<file path="src/rtl/truth_seq_pkg.sv">
// Shared definitions for the truth-table sequencer: FSM state encoding,
// settle counter width and the row-count derivation.
package truth_seq_pkg;

  localparam int CNT_W = 4;

  typedef enum logic [1:0] {
    IDLE   = 2'd0,
    APPLY  = 2'd1,
    SAMPLE = 2'd2,
    FINISH = 2'd3
  } state_t;

  // Number of truth-table rows for a gate with n_in inputs.
  function automatic int rows_of(input int n_in);
    return 1 << n_in;
  endfunction

endpackage

</file>
<file path="src/rtl/truth_table_sequencer_settle_timer.sv">
// Settle timer: counts enabled cycles and flags the cycle on which the
// SETTLE-th consecutive enabled cycle is reached.
module settle_timer
  import truth_seq_pkg::*;
#(
  parameter int SETTLE = 1
) (
  input  logic clk,
  input  logic reset,
  input  logic clear,
  input  logic enable,
  output logic expired
);

  logic [CNT_W-1:0] count;

  // Cycle counter; cleared between vectors, advances only while enabled.
  always_ff @(posedge clk) begin
    // NOTE: state registers use non-blocking assignments so every flop
    // samples pre-edge values regardless of statement order.
    if (reset || clear) begin
      count <= '0;
    end else if (enable) begin
      count <= count + 1'b1;
    end
  end

  // Current cycle is the SETTLE-th one when the count already holds SETTLE-1.
  assign expired = enable && (count == CNT_W'(SETTLE - 1));

endmodule

</file>
<file path="src/rtl/truth_table_sequencer.sv">
// Truth-table sequencer: walks a combinational gate through every input
// vector, samples its output after a settle time and scores it against a
// latched expected table.
module truth_table_sequencer
  import truth_seq_pkg::*;
#(
  parameter  int N_IN   = 2,
  parameter  int SETTLE = 1,
  localparam int ROWS   = rows_of(N_IN)
) (
  input  logic            clk,
  input  logic            reset,
  input  logic            start,
  input  logic [ROWS-1:0] expected,
  output logic [N_IN-1:0] gate_in,
  input  logic            gate_out,
  output logic            busy,
  output logic            done,
  output logic [ROWS-1:0] result,
  output logic            pass,
  output logic [N_IN:0]   err_count,
  output logic [N_IN-1:0] first_bad_idx,
  output logic            first_bad_valid
);

  state_t          state;
  logic [N_IN-1:0] idx;
  logic [ROWS-1:0] exp_latched;
  logic            settle_done;
  logic            timer_clear;
  logic            mismatch;
  logic [N_IN:0]   err_next;

  // Counter restarts for every vector: cleared while idle and while sampling.
  assign timer_clear = (state == IDLE) || (state == SAMPLE);

  settle_timer #(
    .SETTLE (SETTLE)
  ) u_settle_timer (
    .clk     (clk),
    .reset   (reset),
    .clear   (timer_clear),
    .enable  (state == APPLY),
    .expired (settle_done)
  );

  // Scoring of the row currently being sampled; the count includes this row.
  assign mismatch = (gate_out != exp_latched[idx]);
  assign err_next = err_count + (N_IN + 1)'(mismatch);

  // Outputs decoded from state or taken straight from registers.
  assign gate_in = idx;
  assign busy    = (state != IDLE);
  assign done    = (state == FINISH);

  // Sequencer FSM and scoreboard.
  always_ff @(posedge clk) begin
    if (reset) begin
      state           <= IDLE;
      idx             <= '0;
      exp_latched     <= '0;
      result          <= '0;
      err_count       <= '0;
      first_bad_idx   <= '0;
      first_bad_valid <= 1'b0;
      pass            <= 1'b0;
    end else begin
      case (state)
        IDLE: begin
          if (start) begin
            exp_latched     <= expected;
            result          <= '0;
            err_count       <= '0;
            first_bad_idx   <= '0;
            first_bad_valid <= 1'b0;
            pass            <= 1'b0;
            idx             <= '0;
            state           <= APPLY;
          end
        end
        APPLY: begin
          if (settle_done) begin
            state <= SAMPLE;
          end
        end
        SAMPLE: begin
          result[idx] <= gate_out;
          err_count   <= err_next;
          if (mismatch && !first_bad_valid) begin
            first_bad_idx   <= idx;
            first_bad_valid <= 1'b1;
          end
          if (idx == N_IN'(ROWS - 1)) begin
            // Verdict is ready in the same cycle done is shown.
            pass  <= (err_next == '0);
            idx   <= '0;
            state <= FINISH;
          end else begin
            idx   <= idx + 1'b1;
            state <= APPLY;
          end
        end
        FINISH: begin
          state <= IDLE;
        end
        default: begin
          state <= IDLE;
        end
      endcase
    end
  end

endmodule
</file>
<file path="config.mk">
export PLATFORM = sky130hd
export DESIGN_NAME = truth_table_sequencer
export DESIGN_NICKNAME = d
export VERILOG_FILES = /design/src/rtl/truth_seq_pkg.sv /design/src/rtl/truth_table_sequencer_settle_timer.sv /design/src/rtl/truth_table_sequencer.sv
export SDC_FILE = /design/constraint.sdc
export NUM_CORES = 1
export LEC_CHECK = 0
export CAP_MARGIN = 20
export CORE_ASPECT_RATIO = 1.2
export CORE_MARGIN = 5
export CORE_UTILIZATION = 35
export CTS_BUF_LIST = sky130_fd_sc_hd__clkbuf_16
export DETAILED_ROUTE_END_ITERATION = 16
export DONT_BUFFER_PORTS = 1
export PLACE_DENSITY_LB_ADDON = 0.15
export SETUP_SLACK_MARGIN = 0.4
export SLEW_MARGIN = 30
export SYNTH_ARGS = -nofsm -noshare
export SYNTH_HDL_FRONTEND = slang
export SYNTH_SLANG_ARGS = --single-unit
</file>
<file path="constraint.sdc">
create_clock -name clk -period 2.1 [get_ports clk]
set_input_delay 0.42 -clock clk [delete_from_list [all_inputs] [get_ports clk]]
set_output_delay 0.42 -clock clk [all_outputs]
set_load 0.01 [all_outputs]
</file>
==> metrics.md, run 1 <==
| Metric | Value |
|---|---|
| CTS Buf Count | 3 |
| Synth Area per Inst | 9.035 um^2 |
| NetSw | 231.1 uW |
| Maximum VDD drop | roughly 0.39 mV |
| Finished Core Util | 42.96% |
| Comb power frac | a little over a tenth |
| Total Wirelength | 2.447 mm |
| Vias | approximately 840 |
| Nets@finish | approximately 140 |
| Setup crit start | gate_in[0]$_SDFFE_PP0P_ |
| Global routing's busiest layer | met2 |
| Sequential share of power | ~47% |
| Power per cell area | 749.5 nW/um^2 |
| Footprint of the multi-input gates | roughly 650 um^2 |
| Port Buffer Count | 0 |
| Number of synthesized register bits | 23 |
| Number of H-tree levels | 1 |
| Peak Freq | approximately 500 MHz |
| Fillers | 300 |
| Element type at the critical path end | flop |
| Rel. slew slack | ~70% |
| Period utilization | 94.95% |
| Top delay family on crit path | multiplexers |
| Yosys cell types | 28 |
| Hold Fails Final Rpt | 0 |
| Async set or reset register ratio after synthesis | 0% |
| GR Util met2 | roughly a fifth |
| Grt met3 use | under 10% |
| CTS Root Cell | clkbuf_16 |
| Sw Share | 23.49% |
| DRC | 0 |
| Hold path start | reset |
| Startpoint Class | flop |
| RSZ-0062 raised after global routing | yes |
| # diodes | 0 |
| Slew @ Worst Pin | 0.4416 ns |
| Type of the worst setup path | reg -> reg |
| Crit path buf inv count | 1 |
| Num ports | 23 |
| Rows | 22 |
| Syn_nets | approximately 140 |
| Met1 global-route usage | 15.92% |
| Slew Viols, Final | 0 |
| Sequential-to-total area share from yosys stat | between 40% and 50% |
| Outcome | finished clean |
| Worst setup path endpoint | pass$_SDFFE_PP0P_ |
| Min cycle time layout | roughly 2.0 ns |
| Clock Pin Slew Worst Setup and Hold Paths | 0.06 ns |
| Commonest non-fill, non-tap cell in the layout | dfxtp_1 |
| Total power | 983.7 uW |
| Dpl hpwl | 1.782 mm |
| Arr. time, crit path | between 2 and 2.5 ns |
| CP max stage delay | about 0.52 ns |
| Register Area | approximately 460 um^2 |
| Commonest non-fill, non-tap cells in the layout | dfxtp_1, nor2_1, nand2_1, a21oi_1 |
| Core area | roughly 3100 um^2 |
| Mapped Area | 1102 um^2 |
| Worst R2R Path Depth | 8 |
| Number of global-route vias before repair | 833 |
| Worst Skew | between 0.0015 and 0.002 ns |
| DR WL/cell | 15.01 um |
| GP Congestion | roughly 0.71 |
| Worst-path cell chain | mux4_2 > xnor2_2 > inv_2 > ha_4 > ha_4 > nor4_4 > mux2i_1 > nor2_1 |
| Via count normalized by instance count | a little over 5 |
| CP Depth | 8 |
| Initial Utilization | between 30% and 40% |
| P_int | roughly 750 uW |
| Ys Warns | 0 |
| R2R setup slack | 0.11 ns |
| Layout cells sized above 1 | between 15 and 20% |
| Final antenna-violating net count | 0 |
| CTS tree | built |
| Initial antenna violation count | 0 |
| GR Overflow Total | 0 |
| Pre-antenna DRT Iters | 4 |
| Area growth syn-to-layout | 19.07% |
| Worst path most repeated cell | ha_4 |
| Deepest clock path buffer count | 2 |
| Reg2reg start | gate_in[0]$_SDFFE_PP0P_ |
| Die width | 61.23 um |
| Total track usage | 12.29% |
| Worst r2r dst | pass$_SDFFE_PP0P_ |
| CTS hold repair buffers | 0 |
| Max-Cap Viols | 0 |
| Clock group share of total power | between 40% and 50% |
| LEAKAGE | 0.4992 nW |
| Worst skew pair latency | around 0.25 ns |
| DIE HEIGHT | a little over 70 um |
| Top_reg_cell synth | dfxtp_1 |
| Synth Instances | about 120 |
| Clk sinks | 23 |
| First-pass GRT wire length | about 4 mm |
| Post-synth EDFFs | 0 |
| Die Area | ~4400 um^2 |
| CP max-delay cell | mux4_2 |
| Final setup fails | 0 |
| Largest net degree at the start of global routing | 23 |
| Data required, critical path | around 2.3 ns |
| Crit-path max FO | 2 |
| DRT iter0 DRCs | 42 |
| Final setup TNS | 0 ns |
| Hold/Removal Path Class | in -> reg |
-- repair_timing --
action	CTS	global route
cloned	0	0
hold endpoints to repair	0	0
endpoints found under the setup margin	3	7
pin swaps	5	4
gates resized for setup	1	7
buffers inserted	1	0
-- per-stage QoR --
| step | area [um^2] | hold slack, ns | instances | worst slack, ns |
|---|---|---|---|---|
| detailed placement | 1182 | 0.4425 | 158 | 0.01782 |
| global placement | 1182 | 0.4332 | 158 | 0.1148 |
| floorplan | 1121 | 0.4331 | 122 | 0.007091 |
| global route | 1313 | 0.2138 | 163 | 0.02364 |
| CTS | 1275 | 0.2203 | 163 | 0.1385 |
| finish | 1313 | 0.2260 | 163 | 0.1060 |
-- flip-flops by register name (all words and copies together), names as in the netlist --
name / cells
exp_latched: 4
err_count: 3
first_bad_valid: 1
pass: 1
u_settle_timer.count: 4
result: 4
state: 2
first_bad_idx: 2
gate_in: 2
-- worst min path at each step --
stage | slack [ns] | cells past startpoint | endpoint
final | 0.23 | 1 | err_count[0]$_SDFFE_PP0P_
after CTS | 0.22 | 1 | gate_in[0]$_SDFFE_PP0P_
after global placement | 0.43 | 2 | exp_latched[3]$_SDFFE_PP0P_
after global routing | 0.21 | 1 | err_count[0]$_SDFFE_PP0P_
after detailed placement | 0.44 | 2 | exp_latched[3]$_SDFFE_PP0P_
after floorplan | 0.43 | 2 | exp_latched[2]$_SDFFE_PP0P_
-- power groups by stage --
stage	clock (mW)	combinational [mW]	sequential (mW)
detailed placement	0	0.0937	0.475
CTS	0.416	0.0991	0.465
global route	0.433	0.121	0.467
finish	0.411	0.108	0.465
global placement	0	0.0918	0.473
floorplan	0	0.0788	0.467
-- layer usage --
metal  vias to the layer above  wire length, um
met5                         -                0
met4                         0               18
met3                         2               93
met2                        14             1264
met1                       399             1070
li1                        421                -
-- synthesized netlist by cell type, types with 3 or more instances --
library cell | n | share of area [%]
clkbuf_1 | 3 | 1.0
nor2b_1 | 3 | 1.7
a32oi_1 | 4 | 3.2
inv_1 | 6 | 2.0
xor2_1 | 3 | 2.4
a21oi_1 | 15 | 6.8
mux2i_1 | 4 | 3.6
nand3_1 | 3 | 1.4
nor2_1 | 14 | 4.8
nand3b_1 | 4 | 2.7
dfxtp_1 | 23 | 42
nand2_1 | 14 | 4.8
ha_1 | 8 | 9.1
-- area by class of cell --
cell class                      instances  area share [%]
Clock buffer                            3           5.720
Clock inverter                          1          0.2860
Inverter                                6           1.716
Multi-Input combinational cell         88           49.76
Sequential cell                        23           35.37
Tap cell                               36           3.432
Timing Repair Buffer                    6           3.718
-- kinds of logic (layout without fill, tap and decap cells) --
group / Yosys count / count (layout) / synth area share [%]
and+or+nand+nor: 49 / 49 / 23.50
DFF: 23 / 23 / 41.77
AOI/OAI and AO/OA: 21 / 21 / 11.35
buffers and inverters: 11 / 16 / 3.973
adders and majority gates: 8 / 8 / 9.081
xor gates and xnor gates: 5 / 5 / 4.655
muxes: 5 / 5 / 5.675
(Power assumes the default switching activity.)
==> run 2, diff against run 1 <==
Settings changed: REMOVE_ABC_BUFFERS set to 1.
==> run 2 against run 1 <==
Net effect:
- setup slack gained 0.042 ns
- design area grew 0.29%
- clock-buffer cell count unchanged
- critical path type unchanged
==> metrics.md, run 2 (synthesized netlist as in run 1, its figures left out) <==
| Metric | Value |
|---|---|
| Clk sinks | 23 (unchanged) |
| DIE HEIGHT | 71.48 um (unchanged) |
| Worst hold path stage count | 1 (unchanged) |
| Hold path start | reset |
| Worst skew pair latency | 0.25 ns (about the same) |
| Commonest non-fill, non-tap cells in the layout | dfxtp_1, nor2_1, a21oi_1, nand2_1 |
| Cells after DPL | 158 (unchanged) |
| DRC | 0 (unchanged) |
| Num ports | 23 (unchanged) |
| Crit path buf inv count | 1 (unchanged) |
| Reg2reg start | gate_in[0]$_SDFFE_PP0P_ |
| Layout cells sized above 1 | 17.19% (+0.65 points) |
| Crit-path max FO | 2 (unchanged) |
| DRT iter0 DRCs | 16 (-62%) |
| Dpl hpwl | 1.720 mm (-3.5%) |
| Worst path most repeated cell | ha_4 |
| Port Buffer Count | 0 (unchanged) |
| GR Overflow Total | 0 (unchanged) |
| Final antenna-violating net count | 0 (unchanged) |
| Number of H-tree levels | 1 (unchanged) |
| Max-Cap Viols | 0 (unchanged) |
| CTS Root Cell | clkbuf_16 |
| Top delay family on crit path | multiplexers |
| Worst-path cell chain | mux4_2 > xnor2_2 > inv_2 > ha_4 > ha_4 > nor4_4 > mux2i_1 > nor2_1 |
| Via count normalized by instance count | 5.043 (-1.7%) |
| CTS Buf Count | 3 (unchanged) |
| LEAKAGE | 0.5049 nW (+1.1%) |
| Data required, critical path | 2.29 ns (about the same) |
| Period utilization | 92.97% (-2.0 points) |
| Final setup fails | 0 (unchanged) |
| Startpoint Class | flop |
| Largest net degree at the start of global routing | 23 (unchanged) |
| Register Area | 461.7 um^2 (-0.54%) |
| Worst Skew | 0.001977 ns (+0.0004296 ns) |
| Hold EP | err_count[1]$_SDFFE_PP0P_ |
| Number of global-route vias before repair | 829 (-0.48%) |
| Clock Pin Slew Worst Setup and Hold Paths | 0.06 ns (about the same) |
| Commonest non-fill, non-tap cell in the layout | dfxtp_1 |
| Die Area | 4376 um^2 (unchanged) |
| Arr. time, crit path | 2.14 ns (-0.05 ns) |
| Vias | 827 (-1.1%) |
| Die width | 61.23 um (unchanged) |
| Hold/Removal Path Class | in -> reg |
| Total Wirelength | 2.379 mm (-2.8%) |
| Min cycle time layout | 1.952 ns (-0.04159 ns) |
| CP max stage delay | 0.52 ns (about the same) |
| Finished Core Util | 43.08% (+0.12 points) |
| Pre-antenna DRT Iters | 3 (-1) |
| Worst hold margin | 0.2258 ns (-0.0001960 ns) |
| CP Depth | 8 (unchanged) |
| Type of the worst setup path | reg -> reg |
| Power per cell area | 734.9 nW/um^2 (-1.9%) |
| First-pass GRT wire length | 4.077 mm (unchanged) |
| Initial Utilization | 36.08% (unchanged) |
| GP Congestion | 0.7376 (+3.6%) |
| CTS tree | built |
| Slew Viols, Final | 0 (unchanged) |
| Worst R2R Path Depth | 8 (unchanged) |
| DR WL/cell | 14.51 um (-3.4%) |
| Fillers | 294 (-2.0%) |
| Slew @ Worst Pin | 0.3781 ns (-0.06358 ns) |
| Area growth syn-to-layout | 19.41% |
| Peak Freq | 512.2 MHz (+2.1%) |
| # diodes | 0 (unchanged) |
| Deepest clock path buffer count | 2 (unchanged) |
| Nets@finish | 145 (+0.69%) |
| Element type at the critical path end | flop |
| Core area | 3055 um^2 (unchanged) |
| Non-filler cells, final | 164 (+0.61%) |
| Rows | 22 (unchanged) |
| Top Registers | exp_latched: 4 flops, result: 4 flops, u_settle_timer.count: 4 flops |
| Initial antenna violation count | 0 (unchanged) |
| Rel. slew slack | 74.80% (+4.4 points) |
| Footprint of the multi-input gates | 651.9 um^2 (-0.19%) |
| Final setup TNS | 0 ns (unchanged) |
| Hold Fails Final Rpt | 0 (unchanged) |
| RSZ-0062 raised after global routing | yes |
| Total track usage | 12.31% (+0.022 points) |
| Total power | 967.3 uW (-1.7%) |
| Worst r2r dst | pass$_SDFFE_PP0P_ |
| R2R setup slack | 0.15 ns (+0.04 ns) |
| CP max-delay cell | mux4_2 |
| Maximum VDD drop | 0.4645 mV (+20%) |
| Outcome | finished clean |
[run 2: final cells by class]
cell class,instances,share of cell area (%)
Inverter,6,1.711
Clock inverter,1,0.2852
Timing Repair Buffer,7,4.278
Multi-Input combinational cell,88,49.52
Sequential cell,23,35.08
Clock buffer,3,5.703
Tap cell,36,3.422
[run 2: timing repair]
item	in CTS	in global routing
pin swaps	4	8
setup endpoints to repair	3	7
resized for setup	4	8
buffers inserted	1	1
hold buffers	0	0
[run 2: layer usage]
metal	track usage, %	share of wire [%]	vias up	wire length (um)
li1	-	-	427	-
met2	20.24	51	13	1222
met3	3.604	5.3	2	127
met4	4.337	0.71	0	17
met5	0	0	-	0
met1	14.90	43	385	1012
[run 2: through the flow]
stage | worst slack, ns | area [um^2]
6_report | 0.1476 | 1316
5_1_grt | 0.05634 | 1316
4_1_cts | 0.06730 | 1272
3_5_place_dp | 0.04900 | 1164
3_3_place_gp | 0.06437 | 1164
2_1_floorplan | -0.1270 | 1081
[run 2: worst register-to-register path, stage by stage (launching register included)]
cell and delay [ns]:
dfxtp_2 0.33, mux4_2 0.52, xnor2_2 0.17, inv_2 0.06
ha_4 0.16, ha_4 0.22, nor4_4 0.25, mux2i_1 0.10
nor2_1 0.08
[run 2: power breakdown]
part	switching [mW]	leakage, nW	internal, mW
clock	0.141	0.0423	0.253
combinational	0.0571	0.276	0.0497
sequential	0.0160	0.187	0.450
total	0.214	0.505	0.753
[run 2: worst max path at each step]
| stage | from | end |
|---|---|---|
| 2_1_floorplan | gate_in[0]$_SDFFE_PP0P_ | pass$_SDFFE_PP0P_ |
| 3_3_place_gp | gate_in[0]$_SDFFE_PP0P_ | pass$_SDFFE_PP0P_ |
| 3_5_place_dp | gate_in[0]$_SDFFE_PP0P_ | pass$_SDFFE_PP0P_ |
| 4_1_cts | gate_in[0]$_SDFFE_PP0P_ | pass$_SDFFE_PP0P_ |
| 5_1_grt | gate_in[0]$_SDFFE_PP0P_ | pass$_SDFFE_PP0P_ |
| 6_report | gate_in[0]$_SDFFE_PP0P_ | pass$_SDFFE_PP0P_ |
